### config.mk
export PLATFORM = sky130hd
export DESIGN_NAME = cpu_instr_feeder
export DESIGN_NICKNAME = d
export VERILOG_FILES = /design/src/rtl/cpu_instr_feeder.sv
export SDC_FILE = /design/constraint.sdc
export NUM_CORES = 1
export LEC_CHECK = 0
export ABC_AREA = 1
export CAP_MARGIN = 20
export CORE_ASPECT_RATIO = 0.9
export CORE_UTILIZATION = 40
export CTS_CLUSTER_SIZE = 24
export DETAILED_ROUTE_END_ITERATION = 10
export GPL_TIMING_DRIVEN = 0
export PLACE_DENSITY_LB_ADDON = 0.1
export SLEW_MARGIN = 0
export SYNTH_ARGS = -nofsm -noshare
export SYNTH_HDL_FRONTEND = slang
export SYNTH_SLANG_ARGS = --single-unit
### constraint.sdc
create_clock -name clk -period 2.63 [get_ports clk]
set_input_delay 0.526 -clock clk [delete_from_list [all_inputs] [get_ports clk]]
set_output_delay 0.526 -clock clk [all_outputs]
set_load 0.02 [all_outputs]
### src/rtl/cpu_instr_feeder.sv
// Instruction feeder: a small FIFO of 16-bit instructions and an issue FSM that
// hands them one at a time to the cpu over its load/s/w handshake. It counts
// completions and keeps sticky overflow and watchdog-timeout flags.
module cpu_instr_feeder #(
    parameter int DEPTH   = 8,
    parameter int AW      = 3,
    parameter int TIMEOUT = 64
) (
    input  logic          clk,
    input  logic          reset,
    input  logic          wr_en,
    input  logic [15:0]   wr_data,
    input  logic          run,
    output logic          full,
    output logic          empty,
    output logic [AW:0]   count,
    output logic [15:0]   cpu_in,
    output logic          cpu_load,
    output logic          cpu_s,
    input  logic          cpu_w,
    output logic          busy,
    output logic [7:0]    issued,
    output logic          overflow,
    output logic          timeout_err
);

    localparam int WW = $clog2(TIMEOUT + 1);

    typedef enum logic [1:0] {IDLE, LOAD, START, WAIT_DONE} state_e;

    state_e          state_q, state_d;
    logic [15:0]     mem_q [DEPTH];
    logic [AW-1:0]   wptr_q, rptr_q;
    logic [AW:0]     count_q, count_d;
    logic            full_q, empty_q;
    logic [15:0]     cpu_in_q, cpu_in_d;
    logic [7:0]      issued_q, issued_d;
    logic            ovf_q, ovf_d;
    logic            tmo_q, tmo_d;
    logic [WW-1:0]   wd_q, wd_d;
    logic            pop, push, wd_hit;

    // Issue FSM next state, pop decision, watchdog and completion counting.
    always_comb begin
        state_d  = state_q;
        pop      = 1'b0;
        cpu_in_d = cpu_in_q;
        issued_d = issued_q;
        tmo_d    = tmo_q;
        wd_d     = wd_q;
        // Last allowed cycle in START/WAIT_DONE: the watchdog has already seen TIMEOUT-1.
        wd_hit   = (wd_q == WW'(TIMEOUT - 1));
        case (state_q)
            IDLE: begin
                wd_d = '0;
                if (run && !empty_q && !tmo_q) begin
                    state_d = LOAD;
                    pop     = 1'b1;
                end
            end
            LOAD: begin
                wd_d    = '0;
                state_d = START;
            end
            START: begin
                wd_d = wd_q + 1'b1;
                if (!cpu_w) begin
                    state_d = WAIT_DONE;
                end else if (wd_hit) begin
                    tmo_d   = 1'b1;
                    state_d = IDLE;
                end
            end
            WAIT_DONE: begin
                wd_d = wd_q + 1'b1;
                // A completion seen on the last watchdog cycle still counts.
                if (cpu_w) begin
                    issued_d = issued_q + 8'd1;
                    if (run && !empty_q) begin
                        state_d = LOAD;
                        pop     = 1'b1;
                        wd_d    = '0;
                    end else begin
                        state_d = IDLE;
                    end
                end else if (wd_hit) begin
                    tmo_d   = 1'b1;
                    state_d = IDLE;
                end
            end
            default: state_d = IDLE;
        endcase
        if (pop) cpu_in_d = mem_q[rptr_q];
    end

    // FIFO bookkeeping: a push into a full FIFO is allowed only when a pop frees a slot.
    always_comb begin
        push    = wr_en && (!full_q || pop);
        ovf_d   = ovf_q || (wr_en && full_q && !pop);
        count_d = count_q + (AW+1)'(push) - (AW+1)'(pop);
    end

    // State, pointers, counters and sticky flags.
    always_ff @(posedge clk or negedge reset) begin
        if (!reset) begin
            state_q  <= IDLE;
            wptr_q   <= '0;
            rptr_q   <= '0;
            count_q  <= '0;
            full_q   <= 1'b0;
            empty_q  <= 1'b1;
            cpu_in_q <= '0;
            issued_q <= '0;
            ovf_q    <= 1'b0;
            tmo_q    <= 1'b0;
            wd_q     <= '0;
        end else begin
            state_q  <= state_d;
            if (push) wptr_q <= wptr_q + 1'b1;
            if (pop)  rptr_q <= rptr_q + 1'b1;
            count_q  <= count_d;
            full_q   <= (count_d == (AW+1)'(DEPTH));
            empty_q  <= (count_d == '0);
            cpu_in_q <= cpu_in_d;
            issued_q <= issued_d;
            ovf_q    <= ovf_d;
            tmo_q    <= tmo_d;
            wd_q     <= wd_d;
        end
    end

    // Storage array; contents need no reset since the pointers define validity.
    always_ff @(posedge clk) begin
        if (push) mem_q[wptr_q] <= wr_data;
    end

    assign full        = full_q;
    assign empty       = empty_q;
    assign count       = count_q;
    assign cpu_in      = cpu_in_q;
    assign cpu_load    = (state_q == LOAD);
    assign cpu_s       = (state_q == START);
    assign busy        = (state_q != IDLE);
    assign issued      = issued_q;
    assign overflow    = ovf_q;
    assign timeout_err = tmo_q;

endmodule

### Word level (Yosys, flattened, before mapping)

Memory sizes are Yosys's and may differ from the RTL's. A register that Yosys moved wholly into a read port is not among the register bits.
Cells that the tools add are included.

| storage, ports and cells | value |
|---|---|
| output and inout port bits | 35 |
| RAM bits | 128 |
| memories | 1 |
| input port bits | 21 |
| bits in registers | 31 |

| operators by class | value |
|---|---|
| equal/unequal tests | 8 |
| reduce and logical (&&, ||, !) cells | 19 |
| mux-type cells | 19 |
| $add $sub $neg | 6 |

Memories:

| memory | depth | bits a word | rd ports | clocked after Yosys merged registers in | wr ports | RTL line | RTL |
|---|---|---|---|---|---|---|---|
| mem_q | 8 | 16 | 1 | 1 | 1 | 32 | `logic [15:0] mem_q [DEPTH];` |

Operators by type and width:

| kind | count |
|---|---|
| $pmux 7 s3 | 1 |
| $mux 7 | 2 |
| $mux 1 | 9 |
| $add 8x1->8 const B | 1 |
| $mux 2 | 4 |
| $pmux 2 s4 | 1 |
| $add 7x1->7 const B | 1 |
| $eq 7x6->1 const B | 1 |
| $add 3x1->3 const B | 2 |
| $logic_and 1x1->1 | 5 |
| $logic_not 1->1 | 5 |
| $add 4x1->4 | 1 |
| $eq 2x2->1 const B | 2 |
| $eq 4x4->1 const B | 1 |
| $logic_not 4->1 | 1 |
| $ne 2x2->1 const B | 2 |
| $pmux 1 s2 | 2 |
| $reduce_bool 2->1 | 2 |
| $sub 4x1->4 | 1 |
| $reduce_and 3->1 | 1 |
| $eq 2x1->1 const B | 1 |
| $logic_not 2->1 | 1 |
| $logic_or 1x1->1 | 2 |
| $ne 2x1->1 const B | 1 |
| other kinds (2) | 2 |

### Logic depth before layout (Yosys ltp)

| logic depth | value |
|---|---|
| depth in word-level cells | 10 |
| mapped depth | 16 |
| mapped depth without buffers | 16 |

### Worst setup path after synthesis

No wires, ideal clock.

| path | value |
|---|---|
| path type | flip-flop to flip-flop |
| start | register state_q[0] |
| end | register full_q, in the netlist full |
| library setup time | 0.077 ns |
| clock period less this slack | 2.546 ns |
| stages on the path, launching flop included | 17 |
| arrival time | 2.469 ns |
| data required time | 2.553 ns |
| setup slack | 0.084 ns |
| buffers on the path | 1 |
| cell sequence | dfrtp_1 > inv_1 > ha_1 > inv_1 > o21ai_2 > nand2_2 > inv_4 > buf_6 > ha_1 > inv_1 > ha_1 > inv_1 > fa_1 > inv_1 > nor2_1 > nand2_1 > a21oi_1 |

| on the way | value |
|---|---|
| word-level cells in the longest chain between the ends | 7 |

RTL lines:

| element | RTL line | RTL |
|---|---|---|
| start: declaration | 31 | `state_e state_q, state_d;` |
| start signal: assignment | 118 | `state_q <= state_d;` |
| $eq 2x2->1 or $logic_not 2->1 (tied branches) | 53 | `case (state_q)` |
| $pmux 1 s2 (*) | 53 |  |
| via pop | 41 | `logic pop, push, wd_hit;` |
| $logic_or 1x1->1 | 98 | `push = wr_en && (!full_q \|\| pop);` |
| $logic_and 1x1->1 | 98 |  |
| $add 4x1->4 | 100 | `count_d = count_q + (AW+1)'(push) - (AW+1)'(pop);` |
| $sub 4x1->4 (*) | 100 |  |
| via count_d[1] | 34 | `logic [AW:0] count_q, count_d;` |
| $eq 4x4->1 (*) | 122 | `full_q <= (count_d == (AW+1)'(DEPTH));` |
| end signal: assignment | 122 |  |
| end: declaration | 35 | `logic full_q, empty_q;` |

Mark *: on every way through the listed nets, which the timed path passes. The rest lies on a longest branch.
A chain may end at the register's enable or synchronous reset.

### Worst setup path after layout

| path | value |
|---|---|
| start | register state_q[0] |
| end | register full_q, in the netlist full |

| on the way | value |
|---|---|
| word-level cells in the longest chain between the ends | 7 |

RTL lines:

| element | RTL line |
|---|---|
| $eq 2x2->1 or $logic_not 2->1 (tied branches) | 53 |
| $pmux 1 s2 (*) | 53 |
| $logic_or 1x1->1 | 98 |
| $logic_and 1x1->1 | 98 |
| $add 4x1->4 | 100 |
| $sub 4x1->4 (*) | 100 |
| via count_d[1] | 34 |
| $eq 4x4->1 (*) | 122 |

Marks and branches as above.

==> metrics.md <==
| Metric | Value |
|---|---|
| WS Path Type | flip-flop to flip-flop |
| Vias | 5270 |
| Skew-Pair Late Insertion Delay | 0.43 ns |
| Vias in the first global route | 5186 |
| Site Rows | 47 |
| Yosys reg bits | 175 |
| Drc violations | 0 |
| IR drop worst, VDD | 533 uV |
| I/O pin count | 56 |
| Post-DRT Antenna Nets | 0 |
| Post-synth cell types | 29 |
| Crit end category | flip-flop |
| Final Skew | 0.00858 ns |
| Data required, critical path | 2.99 ns |
| RR Startpoint | state_q[0] |
| Commonest cells post-synth | nand2_1, inv_1, edfxtp_1 |
| Largest net degree at the start of global routing | 36 |
| CP Data Arrival Time | 2.88 ns |
| Slew Limit Fails | 0 |
| Status | completed |
| Synth top area cells | edfxtp_1, dfrtp_1, nand2_1 |
| Max Freq | 0.397 GHz |
| Drt via density | 4.73 |
| CTS clk-pin slew, worst paths | 0.07 ns |
| Fill count | 1699 |
| Area growth, synth to finish | 22.7% |
| Top-area cell type share of the netlist area | 50.1% |
| Port Buffers | 55 |
| Routed len/inst | 16.3 um |
| CP Launch Type | flip-flop |
| TritonCTS clock tree | done |
| Synth Flop Type | edfxtp_1 |
| Endpoints failing hold | 0 |
| Tightest Hold Check Type | input port to async pin |
| First-pass GRT wire length | 28500 um |
| Full die area | 19800 um^2 |
| RD Place Congestion | 0.818 |
| Initial core utilization | 41.3% |
| Final worst-path setup slack | 0.110 ns |
| Post-synth EDFFs | 128 |
| CTS Buffer Depth | 2 |
| Placed inst area | 8700 um^2 |
| Leakage | 4.23 nW |
| Critical R2R Capture | full |
| Syn Area/Cell | 10.1 um^2 |
| Tot GR Track Use | 19.7% |
| PwrDens | 1080 nW/um^2 |
| Die Ht | 133 um |
| Layout Cells excl Fill | 1114 |
| Pwr Total | 10.2 mW |
| Ys Warns | 0 |
| Drt first pass iters | 4 |
| R2R depth | 16 |
| Final instance area | 9420 um^2 |
| Die extent in x | 148 um |
| Cts bufs inserted | 17 |
| Synthesized cell area | 7680 um^2 |
| DRT iter0 DRCs | 295 |
| Storage cell area | 5020 um^2 |
| Pre-CTS setup slack | -0.596 ns |
| R2r setup slk | 0.11 ns |
| Final min period | 2.52 ns |
| Placed Cells | 1070 |
| Total of max-cap violations | 0 |
| Initial antenna violation count | 0 |
| H-tree depth | 4 |
| Crit Path Max Fanout | 3 |
| Final Setup Violations | 0 |
| Worst Max-Slew Pin Slew | 0.687 ns |
| Diode count | 0 |
| Layout cell share with drive strength beyond 1 | 12.3% |
| Final Util | 50.7% |
| CTS sink cnt | 175 |
| Multi-input logic area | 2090 um^2 |
| Clock Root Buffer | clkbuf_16 |
| Final period util | 95.8% |
| Mapped Cells | 761 |
| Register area share after synthesis | 65.4% |
| Fin nets | 891 |
| Synth area leader | edfxtp_1 |
| Grt total ovfl | 0 |
| Ys async rst share | 26.9% |
| Post-DP HPWL | 12100 um |
| Core area | 18600 um^2 |
| Most frequent cell after synthesis | nand2_1 |
| Synthesized Nets | 796 |
| Total Routed Length | 18200 um |
| Slew margin rel. | 54.2% |
[stage by stage]
stage / hold slack (ns) / TNS [ns]
finish: 0.0290 / 0
global route: 0.0389 / -0.0788
CTS: 0.0340 / 0
detailed placement: 0.460 / -8.71
global placement: 0.448 / -134.61
floorplan: 0.230 / 0
[timing repair]
| item | 4_1_cts | 5_1_grt |
|---|---|---|
| hold buffers | 0 | 0 |
| gates resized for setup | 9 | 12 |
| pin swaps | 4 | 7 |
| endpoints found under the setup margin | 3 | 3 |
| setup buffers | 5 | 8 |
[routing by layer]
layer / global-route usage [%] / vias up / share of wire [%]
met5: 0 / - / 0
met1: 26.8 / 2540 / 44
li1: - / 2613 / -
met2: 32.1 / 108 / 49
met4: 5.10 / 0 / 1.0
met3: 4.21 / 9 / 6.2
[critical path: stages, from the launching register on]
cell	delay [ns]
dfrtp_1	0.43
inv_2	0.11
ha_4	0.13
inv_2	0.04
o21ai_2	0.16
nand2_4	0.11
nand2_4	0.10
nand2_8	0.05
ha_4	0.21
inv_1	0.05
ha_2	0.16
inv_1	0.05
fa_1	0.52
inv_2	0.05
nor2_4	0.09
nand2_2	0.08
a21oi_2	0.10
[cells by family after synthesis]
logic type | count (synthesis) | share of synthesized area [%]
flops | 175 | 65.4
compound gates | 12 | 0.913
xor+xnor | 10 | 1.24
simple gates | 389 | 21.6
buf+inv | 161 | 8.51
fa+ha+maj | 14 | 2.38
[registers in the layout (all words and copies together), names as in the netlist, 2 cells and up]
register  cells
cpu_in       16
count         4
wptr_q        3
issued        8
wd_q          7
mem_q       128
state_q       2
rptr_q        3
[area by class of cell]
| cell class | instances | area share, % |
|---|---|---|
| timing repair buffer | 77 | 8.44 |
| multi-input combinational | 425 | 22.2 |
| sequential | 175 | 53.3 |
| clock buffer | 23 | 5.30 |
| tap | 245 | 3.25 |
| clock inverter | 9 | 0.611 |
| inverter | 133 | 5.38 |
| buffer | 27 | 1.49 |
[worst max-delay path by stage]
stage | start | end | slack, ns | cells after the start
4_1_cts | state_q[0] | full | 0.02 | 15
3_3_place_gp | cpu_w | mem_q[7][0] | -0.94 | 7
2_1_floorplan | state_q[0] | full | 0.08 | 16
5_1_grt | state_q[0] | full | -0.04 | 15
3_5_place_dp | cpu_w | full | -0.60 | 15
6_report | state_q[0] | full | 0.11 | 16
[cells in the final DEF (no fill, tap or decap), types with 3 or more instances in the layout]
cell type and count:
clkinv_4 3, nor2_2 10, clkbuf_16 18, a21oi_1 4
xor2_1 8, edfxtp_1 128, clkbuf_1 8, inv_2 4
nand2_1 240, clkdlybuf4s50_1 53, dfrtp_1 46, buf_2 20
nand2_4 3, inv_1 128, buf_4 13, nor2_1 12
clkinv_2 5, ha_1 10, nand3_1 112, buf_8 7
o21ai_0 4, nor3b_1 3, clkbuf_8 3
[where the power goes]
part           internal [mW]  switching [mW]  leakage (nW)
clock network           1.34            1.04         0.282
registers               3.50           0.246          1.75
logic                   1.49            2.58          2.19
total                   6.33            3.87          4.23
No activity file was read; power rests on OpenSTA's default activity.
